`src/rtl/event_encoder.sv`:
```
`default_nettype none
// ============================================================================
// Module      : event_encoder
// Description : Sequential 4-to-2 encoder. Captures request pulses on d0..d3
//               and holds them as pending events. Pending events are emitted
//               one at a time as a 2-bit code {a,b} under a valid/ready
//               handshake. ovf pulses when an event merges into a request
//               that is already pending.
//               Build option EVENT_ENCODER_RR_EN selects round-robin
//               arbitration. Without it, the highest pending index wins.
// Revision    : 1.0 - initial release
// ============================================================================
module event_encoder (
    input  logic clk,
    input  logic rst_n,
    input  logic d0,
    input  logic d1,
    input  logic d2,
    input  logic d3,
    input  logic ready,
    output logic a,
    output logic b,
    output logic valid,
    output logic ovf
);

    typedef enum logic [0:0] {
        ST_IDLE = 1'b0,
        ST_HOLD = 1'b1
    } state_t;

    state_t     r_state;
    logic [3:0] r_pending;
    logic       r_a;
    logic       r_b;
    logic       r_valid;
    logic       r_ovf;

    logic [3:0] w_req;
    logic [3:0] w_clr;
    logic [3:0] w_merge;
    logic       w_accept;
    logic [1:0] w_grant;

`ifdef EVENT_ENCODER_RR_EN
    // Index of the most recent grant. Reset to 3 so that the first search
    // order is 0, 1, 2, 3.
    logic [1:0] r_ptr;
    logic [1:0] w_cand;
`endif

    assign w_req    = {d3, d2, d1, d0};
    // valid is only ever high in HOLD, so this is the handshake completion.
    assign w_accept = r_valid & ready;
    // Events landing on a bit that is pending and not being retired this edge.
    assign w_merge  = w_req & r_pending & ~w_clr;

    // One-hot clear mask for the code being accepted this edge
    always_comb begin
        w_clr = 4'b0000;
        if (w_accept) begin
            w_clr[{r_a, r_b}] = 1'b1;
        end
    end

`ifdef EVENT_ENCODER_RR_EN
    // Round-robin pick: the search starts at r_ptr+1 and wraps. The loop walks
    // from the farthest candidate to the nearest, so the nearest pending
    // candidate is the one that remains.
    always_comb begin
        w_grant = 2'd0;
        w_cand  = 2'd0;
        for (int k = 4; k >= 1; k--) begin
            w_cand = r_ptr + 2'(k);
            if (r_pending[w_cand]) begin
                w_grant = w_cand;
            end
        end
    end
`else
    // Fixed priority pick: later (higher) indices overwrite, so d3 wins
    always_comb begin
        w_grant = 2'd0;
        for (int i = 0; i < 4; i++) begin
            if (r_pending[i]) begin
                w_grant = 2'(i);
            end
        end
    end
`endif

    // Pending events: set beats the clear caused by acceptance. Merges give
    // one ovf pulse.
    always_ff @(posedge clk or negedge rst_n) begin
        if (!rst_n) begin
            r_pending <= 4'b0000;
            r_ovf     <= 1'b0;
        end else begin
            r_pending <= (r_pending & ~w_clr) | w_req;
            r_ovf     <= |w_merge;
        end
    end

    // Handshake state machine with registered code and valid
    always_ff @(posedge clk or negedge rst_n) begin
        if (!rst_n) begin
            r_state <= ST_IDLE;
            r_a     <= 1'b0;
            r_b     <= 1'b0;
            r_valid <= 1'b0;
`ifdef EVENT_ENCODER_RR_EN
            r_ptr   <= 2'd3;
`endif
        end else begin
            case (r_state)
                ST_IDLE: begin
                    // Only registered pending is considered. Same-edge
                    // requests wait one more cycle.
                    if (r_pending != 4'b0000) begin
                        r_a     <= w_grant[1];
                        r_b     <= w_grant[0];
                        r_valid <= 1'b1;
                        r_state <= ST_HOLD;
`ifdef EVENT_ENCODER_RR_EN
                        r_ptr   <= w_grant;
`endif
                    end
                end
                ST_HOLD: begin
                    // Code stays put until the consumer takes it
                    if (w_accept) begin
                        r_valid <= 1'b0;
                        r_state <= ST_IDLE;
                    end
                end
                default: begin
                    r_valid <= 1'b0;
                    r_state <= ST_IDLE;
                end
            endcase
        end
    end

    assign a     = r_a;
    assign b     = r_b;
    assign valid = r_valid;
    assign ovf   = r_ovf;

endmodule
`default_nettype wire

```
`config.mk`:
```
export PLATFORM = sky130hd
export DESIGN_NAME = event_encoder
export DESIGN_NICKNAME = d
export VERILOG_FILES = /design/src/rtl/event_encoder.sv
export SDC_FILE = /design/constraint.sdc
export NUM_CORES = 1
export LEC_CHECK = 0
export ABC_AREA = 1
export CORE_MARGIN = 3
export CORE_UTILIZATION = 28
export CTS_BUF_LIST = sky130_fd_sc_hd__clkbuf_16
export DETAILED_ROUTE_END_ITERATION = 7
export GPL_TIMING_DRIVEN = 1
export SKIP_LAST_GASP = 1
export SLEW_MARGIN = 20
export SYNTH_ARGS = -nofsm -noshare
export SYNTH_HDL_FRONTEND = slang
export SYNTH_SLANG_ARGS = --single-unit
```
`constraint.sdc`:
```
create_clock -name clk -period 2.85 [get_ports clk]
set_clock_uncertainty 0.05 [all_clocks]
set_input_delay 0.57 -clock clk [delete_from_list [all_inputs] [get_ports clk]]
set_output_delay 0.57 -clock clk [all_outputs]
set_load 0.02 [all_outputs]
```
==> results of run 1 <==
-- layout make-up --
class | count | area, µm² | area share [%]
multi-input combinational | 36 | 161 | 26.1
clock inverter | 1 | 3.75 | 0.607
inverter | 9 | 33.8 | 5.47
timing repair buffer | 10 | 100 | 16.2
clock buffer | 3 | 75.1 | 12.1
sequential | 9 | 225 | 36.4
tap | 15 | 18.8 | 3.04
-- state kept, by name, summed over array words and instances, names as in the netlist --
| signal | flops |
|---|---|
| valid | 1 |
| r_pending | 4 |
| ovf | 1 |
| r_state | 1 |
| a | 1 |
| b | 1 |
-- power breakdown --
group / internal (mW) / switching (mW) / leakage [nW]
clock: 0.183 / 0.0604 / 0.0423
combinational: 0.0898 / 0.109 / 0.188
sequential: 0.171 / 0.0388 / 0.0905
total: 0.444 / 0.208 / 0.320
-- per-layer routing --
metal  part of all wire, %  wire (µm)  track usage (%)  vias up
li1                      -          -                -      191
met1                    47        368             13.9      162
met2                    38        300             13.2       11
met3                    11         83             7.17        4
met4                   4.8         38             12.7        0
met5                     0          0                0        -
-- how the worst max path moves through the flow --
stage / start / end / slack, ps / cells past startpoint
floorplan: a / a / 1750 / 0
global placement: ready / ovf / 1180 / 8
detailed placement: ready / ovf / 1180 / 6
CTS: a / a / 930 / 1
global route: a / a / 880 / 1
finish: a / a / 930 / 1
-- synth_stat cells (all sizes together) --
cell type  count
nor2          10
nand2         17
inv            9
o21ai          3
o21bai         2
a21oi          2
dfrtp          9
a21o           2
-- through the flow --
stage / hold slack, ps / instances
final: 400 / 83
after global routing: 465 / 83
after CTS: 406 / 83
after detailed placement: 403 / 79
after global placement: 398 / 79
after floorplan: 224 / 54
-- cell families after synthesis --
| kind of cell | share of synthesized area (%) |
|---|---|
| AOI/OAI and AO/OA | 13.1 |
| buffers and inverters | 8.04 |
| DFF | 53.6 |
| and+or+nand+nor | 25.3 |
-- cell usage in the layout (no fill, tap or decap) --
| cell type | count |
|---|---|
| a21oi_1 | 2 |
| nor2_1 | 9 |
| clkdlybuf4s50_1 | 10 |
| a21o_1 | 2 |
| nor2_2 | 1 |
| nand2_1 | 16 |
| dfrtp_1 | 9 |
| o21ai_1 | 1 |
| clkbuf_16 | 3 |
| nand2_2 | 1 |
| o21ai_0 | 2 |
| o21bai_1 | 2 |
| inv_1 | 10 |
==> results.yml, run 1 <==
outcome:
  status: "finished, final reports clean"
global_route:
  grt.total_usage_pct: 11.7
  first_global_vias: 339
  grt_pass1_wl_mm: 1.50
  antenna_found_initial: 0
  overflow: 0
  grt_max_degree: 10
floorplan:
  core_um2: 1350
  initial_core_util_pct: 31.1
  die_x_um: 44.8
  rows: 13
  die_area_um2: 2000
  io_pins: 11
  die_h_um: 44.8
setup_path:
  path_cells: "clkdlybuf4s50_1"
  path_buf_inv: 1
  path_delay_family: "buffers and inverters"
  cp.arrival_ps: 1300
  cp_slowest_cell: "clkdlybuf4s50_1"
  r2r_slack_ps: 1800
  worstReg2RegEnd: "ovf"
  cp_slowest_stage_delay_ps: 640
  cp_max_fo: 6
  worstSetupStartpointType: "register"
  critical_path_class: "reg2out"
  endpoint_kind: "output pin"
  r2r_cells: 6
  worst-endpoint-required_ps: 2230
  worstReg2RegStart: "b"
cells_and_area:
  area_delta_synth_final_pct: 47.0
  final_util_pct: 45.8
  fillCellCount: 142
  drive_gt1_share_pct: 7.35
  num_antenna_cells: 0
  nets: 76
  design_area_um2: 618
power:
  p_leak_nw: 0.320
  power.total_uw: 652
  power_density_nw_per_um2: 1060
  peakVddDrop_mv: 0.486
placed_design:
  dp_slack_ps: 1180
  gp_congestion: 0.727
  place_hpwl_um: 585
  io_buffers: 10
  place_area_um2: 539
drt:
  vias_per_cell: 4.43
  drt_pass1_iterations: 3
  routedWlPerCell_um: 9.52
  drt_iter0_drc: 7
  wirelength_um: 790
  drtAntennaViolNets: 0
  drc_errors: 0
  num_vias: 368
clocking:
  cts-resized-gates: 0
  clk_latency_ps: 230
  post_cts_buffers: 0
  cts-buffers-inserted: 3
  ctsHtreeMaxLevel: 1
  path_clk_slew_ps: 40
  cts_sinks: 9
  ctsHoldBuffers: 0
  cts_tree: "done"
  root_buffer: "clkbuf_16"
  clockBufferDepth: 2
timing:
  finalMaxSlewViolations: 0
  tightest_slew_ps: 416
  timing.final.crit_share_pct: 67.2
  rsz0062_at_grt: "no"
  max_freq_ghz: 0.522
  hold_viol: 0
  slew_headroom_pct: 72.2
  setup_viol: 0
  setup_slack_ps: 934
  tns_ps: 0
  fin_crit_ps: 1920
hold_path:
  hold_depth: 1
  hold_end: "a"
  min_from: "r_state"
  hold_path_class: "reg2reg"
synth:
  ys_types: 11
  syn-cell-area_um2: 420
  ys.warnings.count: 0
  syn_area_per_cell_um2: 7.79
  synth_top_area_share_pct: 53.6
  synth_fp_nets: 61
  synth.largest_area_cell: "dfrtp_1"
  ys_seq_area_share_pct: 53.6
  syn_inst: 54
  ys_top_cells_by_area: "dfrtp_1 54%, nand2_1 14%, inv_1 8.0%"
  synth_seq_cells: 9
flow_run:
  maxCapViolations: 0
No activity file was read; power rests on OpenSTA's default activity.
==> run 2: changes to the inputs <==
- clock period: 2.85 -> 1.9 ns (I/O delays scaled with it)
==> run 2 against run 1 <==
Effect of this change: via count down 1.9%; clock-buffer cell count is the same; sequential share of layout area did not move; total power grew 50%; clock power up 48%; sequential power grew 51%; flip-flop and latch count is the same; non-clock buffer count unchanged; worst hold slack worse by 0.89 ps.
==> results.yml, run 2 (synthesized netlist as in run 1, its figures left out) <==
outcome:
  status: "finished, final reports clean"
clocking:
  cts_tree: "done"
  root_buffer: "clkbuf_16"
  ctsHtreeMaxLevel: 1
  clk_latency_ps: 230
  post_cts_buffers: 0
  cts-buffers-inserted: 3
  cts-resized-gates: 0
  ctsHoldBuffers: 0
  clockBufferDepth: 2
  cts_sinks: 9
  path_clk_slew_ps: 40
setup_path:
  endpoint_kind: "output pin"
  worstSetupStartpointType: "register"
  path_delay_family: "buffers and inverters"
  cp_max_fo: 6
  cp_slowest_stage_delay_ps: 640
  worst-endpoint-required_ps: 1470
  cp_slowest_cell: "clkdlybuf4s50_1"
  path_buf_inv: 1
  critical_path_class: "reg2out"
  path_cells: "clkdlybuf4s50_1"
  cp.arrival_ps: 1290
floorplan:
  die_x_um: 44.8
  die_h_um: 44.8
  core_um2: 1350
  io_pins: 11
  die_area_um2: 2000
  rows: 13
  initial_core_util_pct: 31.1
cells_and_area:
  nets: 76
  final_common_cell: "nand2_1"
  final_cells: 83
  drive_gt1_share_pct: 7.35
  largest-register: "r_pending"
  largest_reg_flops: 4
  final_cell_mix: "16 x nand2_1, 10 x inv_1, 10 x clkdlybuf4s50_1"
  final_util_pct: 45.8
  area_delta_synth_final_pct: 47.0
  num_antenna_cells: 0
timing:
  timing.final.crit_share_pct: 90.5
  rsz0062_at_grt: "no"
  slew_headroom_pct: 72.7
  tns_ps: 0
  hold_viol: 0
  max_freq_ghz: 0.581
  setup_viol: 0
  fin_crit_ps: 1720
  finalMaxSlewViolations: 0
  tightest_slew_ps: 408
global_route:
  overflow: 0
  grt.total_usage_pct: 9.98
  grt_max_degree: 10
  first_global_vias: 328
  antenna_found_initial: 0
  grt_pass1_wl_mm: 1.39
placed_design:
  place_hpwl_um: 655
  dp_cells: 79
  gp_congestion: 0.728
  io_buffers: 10
power:
  power_density_nw_per_um2: 1580
  peakVddDrop_mv: 0.833
  p_leak_nw: 0.320
drt:
  num_vias: 361
  routedWlPerCell_um: 10.0
  wirelength_um: 830
  vias_per_cell: 4.35
  drc_errors: 0
  drt_pass1_iterations: 4
  drtAntennaViolNets: 0
  drt_iter0_drc: 3
flow_run:
  maxCapViolations: 0
hold_path:
  hold_path_class: "in2async"
-- run 2: cell counts in the layout (fill, tap and decap cells not counted) --
No cell type changed its count.
-- run 2: area by class of cell --
type / count / area, µm²
fillers: 141 / 732
flip-flops and latches: 9 / 225
multi-input cells: 36 / 161
repair buffers: 10 / 100
clock buffers: 3 / 75.1
inverters: 9 / 33.8
well taps: 15 / 18.8
clock inverters: 1 / 3.75
-- run 2: worst paths after layout --
path / endpoint / slack [ps] / cells past startpoint / from
min: b / 400 / 1 / rst_n
max: a / 180 / 1 / a
min reg2reg: a / 410 / 1 / r_state
min in group clk: a / 410 / 1 / r_state
max in group asynchronous: ovf / 1110 / 1 / rst_n
max reg2reg: ovf / 840 / 6 / b
-- run 2: per-layer routing --
metal	wire, µm	track usage [%]	vias up
li1	-	-	191
met1	436	12.9	162
met2	350	14.3	8
met3	43	5.98	0
met4	0	1.81	0
met5	0	0	-
-- run 2: metrics by stage --
step	setup WS, ps	power, mW	area, µm²	hold WS, ps
global route	132	1.04	618	435
finish	180	0.978	618	399
floorplan	850	0.496	420	34.4
detailed placement	390	0.620	539	402
CTS	168	0.995	618	410
global placement	387	0.620	539	403
-- run 2: where the power goes --
group          switching [mW]  leakage [nW]  internal, mW
logic                   0.164         0.188         0.135
registers              0.0609        0.0905         0.256
clock network          0.0874        0.0423         0.275
total                   0.313         0.320         0.666
==> run 3: changes to the inputs <==
- CORE_AREA: not set -> 3 3 40 42
- CORE_MARGIN: 3 -> not set
- CORE_UTILIZATION: 28 -> not set
- DIE_AREA: not set -> 0 0 43 45
==> run 3 against run 2 <==
Effect of this change: final area unchanged; non-clock buffer count unchanged; worst setup slack improved by 8.1 ps; critical path type unchanged; die area decreased by 3.4%; total power decreased by 0.36%; routed wire length increased by 1.4%; clock-buffer cell count unchanged; fmax increased by 0.47%; flip-flop and latch count unchanged; global-route usage increased by 1.6 points; critical path depth unchanged; final cell count unchanged.
==> results.yml, run 3 (synthesized netlist as in run 1, its figures left out) <==
floorplan:
  die_h_um: 45
  io_pins: 11
  core_um2: 1280
  die_area_um2: 1940
  rows: 13
  die_x_um: 43
  initial_core_util_pct: 32.7
placed_design:
  gp_congestion: 0.702
  dp_cells: 79
  place_hpwl_um: 630
  io_buffers: 10
hold_path:
  hold_path_class: "in2async"
timing:
  tns_ps: 0
  finalMaxSlewViolations: 0
  fin_crit_ps: 1710
  slew_headroom_pct: 71.2
  setup_viol: 0
  hold_viol: 0
  timing.final.crit_share_pct: 90.1
  tightest_slew_ps: 430
  max_freq_ghz: 0.584
  rsz0062_at_grt: "no"
  fin_worst_hold_slack_ps: 407
cells_and_area:
  drive_gt1_share_pct: 7.35
  final_cell_mix: "16 x nand2_1, 10 x inv_1, 10 x clkdlybuf4s50_1"
  final_util_pct: 48.1
  nets: 76
  multi_input_area_um2: 161
  final_cells: 83
  num_antenna_cells: 0
  area_delta_synth_final_pct: 47.0
  final_common_cell: "nand2_1"
  largest-register: "r_pending"
  largest_reg_flops: 4
  fillCellCount: 134
  seqCellArea_um2: 225
setup_path:
  cp_slowest_stage_delay_ps: 630
  cp.arrival_ps: 1280
  worst-endpoint-required_ps: 1470
  cp_max_fo: 6
  endpoint: "a"
  worstReg2RegStart: "b"
  path_buf_inv: 1
  worstReg2RegEnd: "ovf"
  path_cells: "clkdlybuf4s50_1"
  path_depth: 1
  critPathLaunch: "a"
  path_delay_family: "buffers and inverters"
  critical_path_class: "reg2out"
  worstSetupStartpointType: "register"
  r2r_cells: 6
  r2r_slack_ps: 850
  endpoint_kind: "output pin"
  cp_slowest_cell: "clkdlybuf4s50_1"
clocking:
  cts_tree: "done"
  clk_latency_ps: 230
  ctsHtreeMaxLevel: 1
  cts-resized-gates: 0
  root_buffer: "clkbuf_16"
  post_cts_buffers: 0
  clockBufferDepth: 2
  path_clk_slew_ps: 40
  cts-buffers-inserted: 3
  ctsHoldBuffers: 0
  cts_sinks: 9
power:
  intPower_uw: 666
  power_frac_clock_pct: 37.0
  p_sw_uw: 309
  power.total_uw: 975
  peakVddDrop_mv: 0.672
  combPwrFrac_pct: 30.5
  p_seq_share_pct: 32.5
  p_sw_share_pct: 31.7
  p_leak_nw: 0.320
  power_density_nw_per_um2: 1580
outcome:
  status: "finished, final reports clean"
drt:
  vias_per_cell: 4.51
  num_vias: 374
  routedWlPerCell_um: 10.1
  drtAntennaViolNets: 0
  drt_iter0_drc: 1
  drc_errors: 0
  drt_pass1_iterations: 4
  wirelength_um: 842
global_route:
  overflow: 0
  grt_max_degree: 10
  first_global_vias: 363
  grt.total_usage_pct: 11.6
  antenna_found_initial: 0
  grt_pass1_wl_mm: 1.52
flow_run:
  maxCapViolations: 0
## run 3: cell type report
type	instances	share of cell area, %
sequential	9	36.4
tap	15	3.04
clock buffer	3	12.1
timing repair buffer	10	16.2
inverter	9	5.47
multi-input combinational	36	26.1
clock inverter	1	0.607
## run 3: how the worst min path moves through the flow
stage,cells after the start,startpoint,to,slack [ps]
4_1_cts,1,rst_n,r_state,420
6_report,1,rst_n,r_state,410
2_1_floorplan,0,rst_n,a,30
3_3_place_gp,1,r_state,a,420
3_5_place_dp,1,r_state,a,420
5_1_grt,1,rst_n,r_state,430
## run 3: power groups by stage
stage	logic (mW)	registers (mW)	clock network, mW
after floorplan	0.143	0.352	0
after global placement	0.298	0.318	0
after detailed placement	0.302	0.319	0
after CTS	0.304	0.318	0.370
after global routing	0.342	0.332	0.384
final	0.298	0.316	0.361
## run 3: worst reg2reg max path, cell delays in order, from the launching register on
cell and delay [ps]:
dfrtp_1 410, inv_1 90, nand2_1 50, nor2_1 130, nor2_1 50, nor2_1 90
nand2_1 60
## run 3: metrics by stage
stage	cell area [µm²]	setup slack, ps
after floorplan	420	850
after global placement	539	429
after detailed placement	539	418
after CTS	618	181
after global routing	618	123
final	618	188
## run 3: metal layers
metal | routed length [µm] | track usage [%]
met1 | 379 | 12.9
met2 | 380 | 15.9
met3 | 65 | 7.17
met4 | 17 | 9.04
met5 | 0 | 0
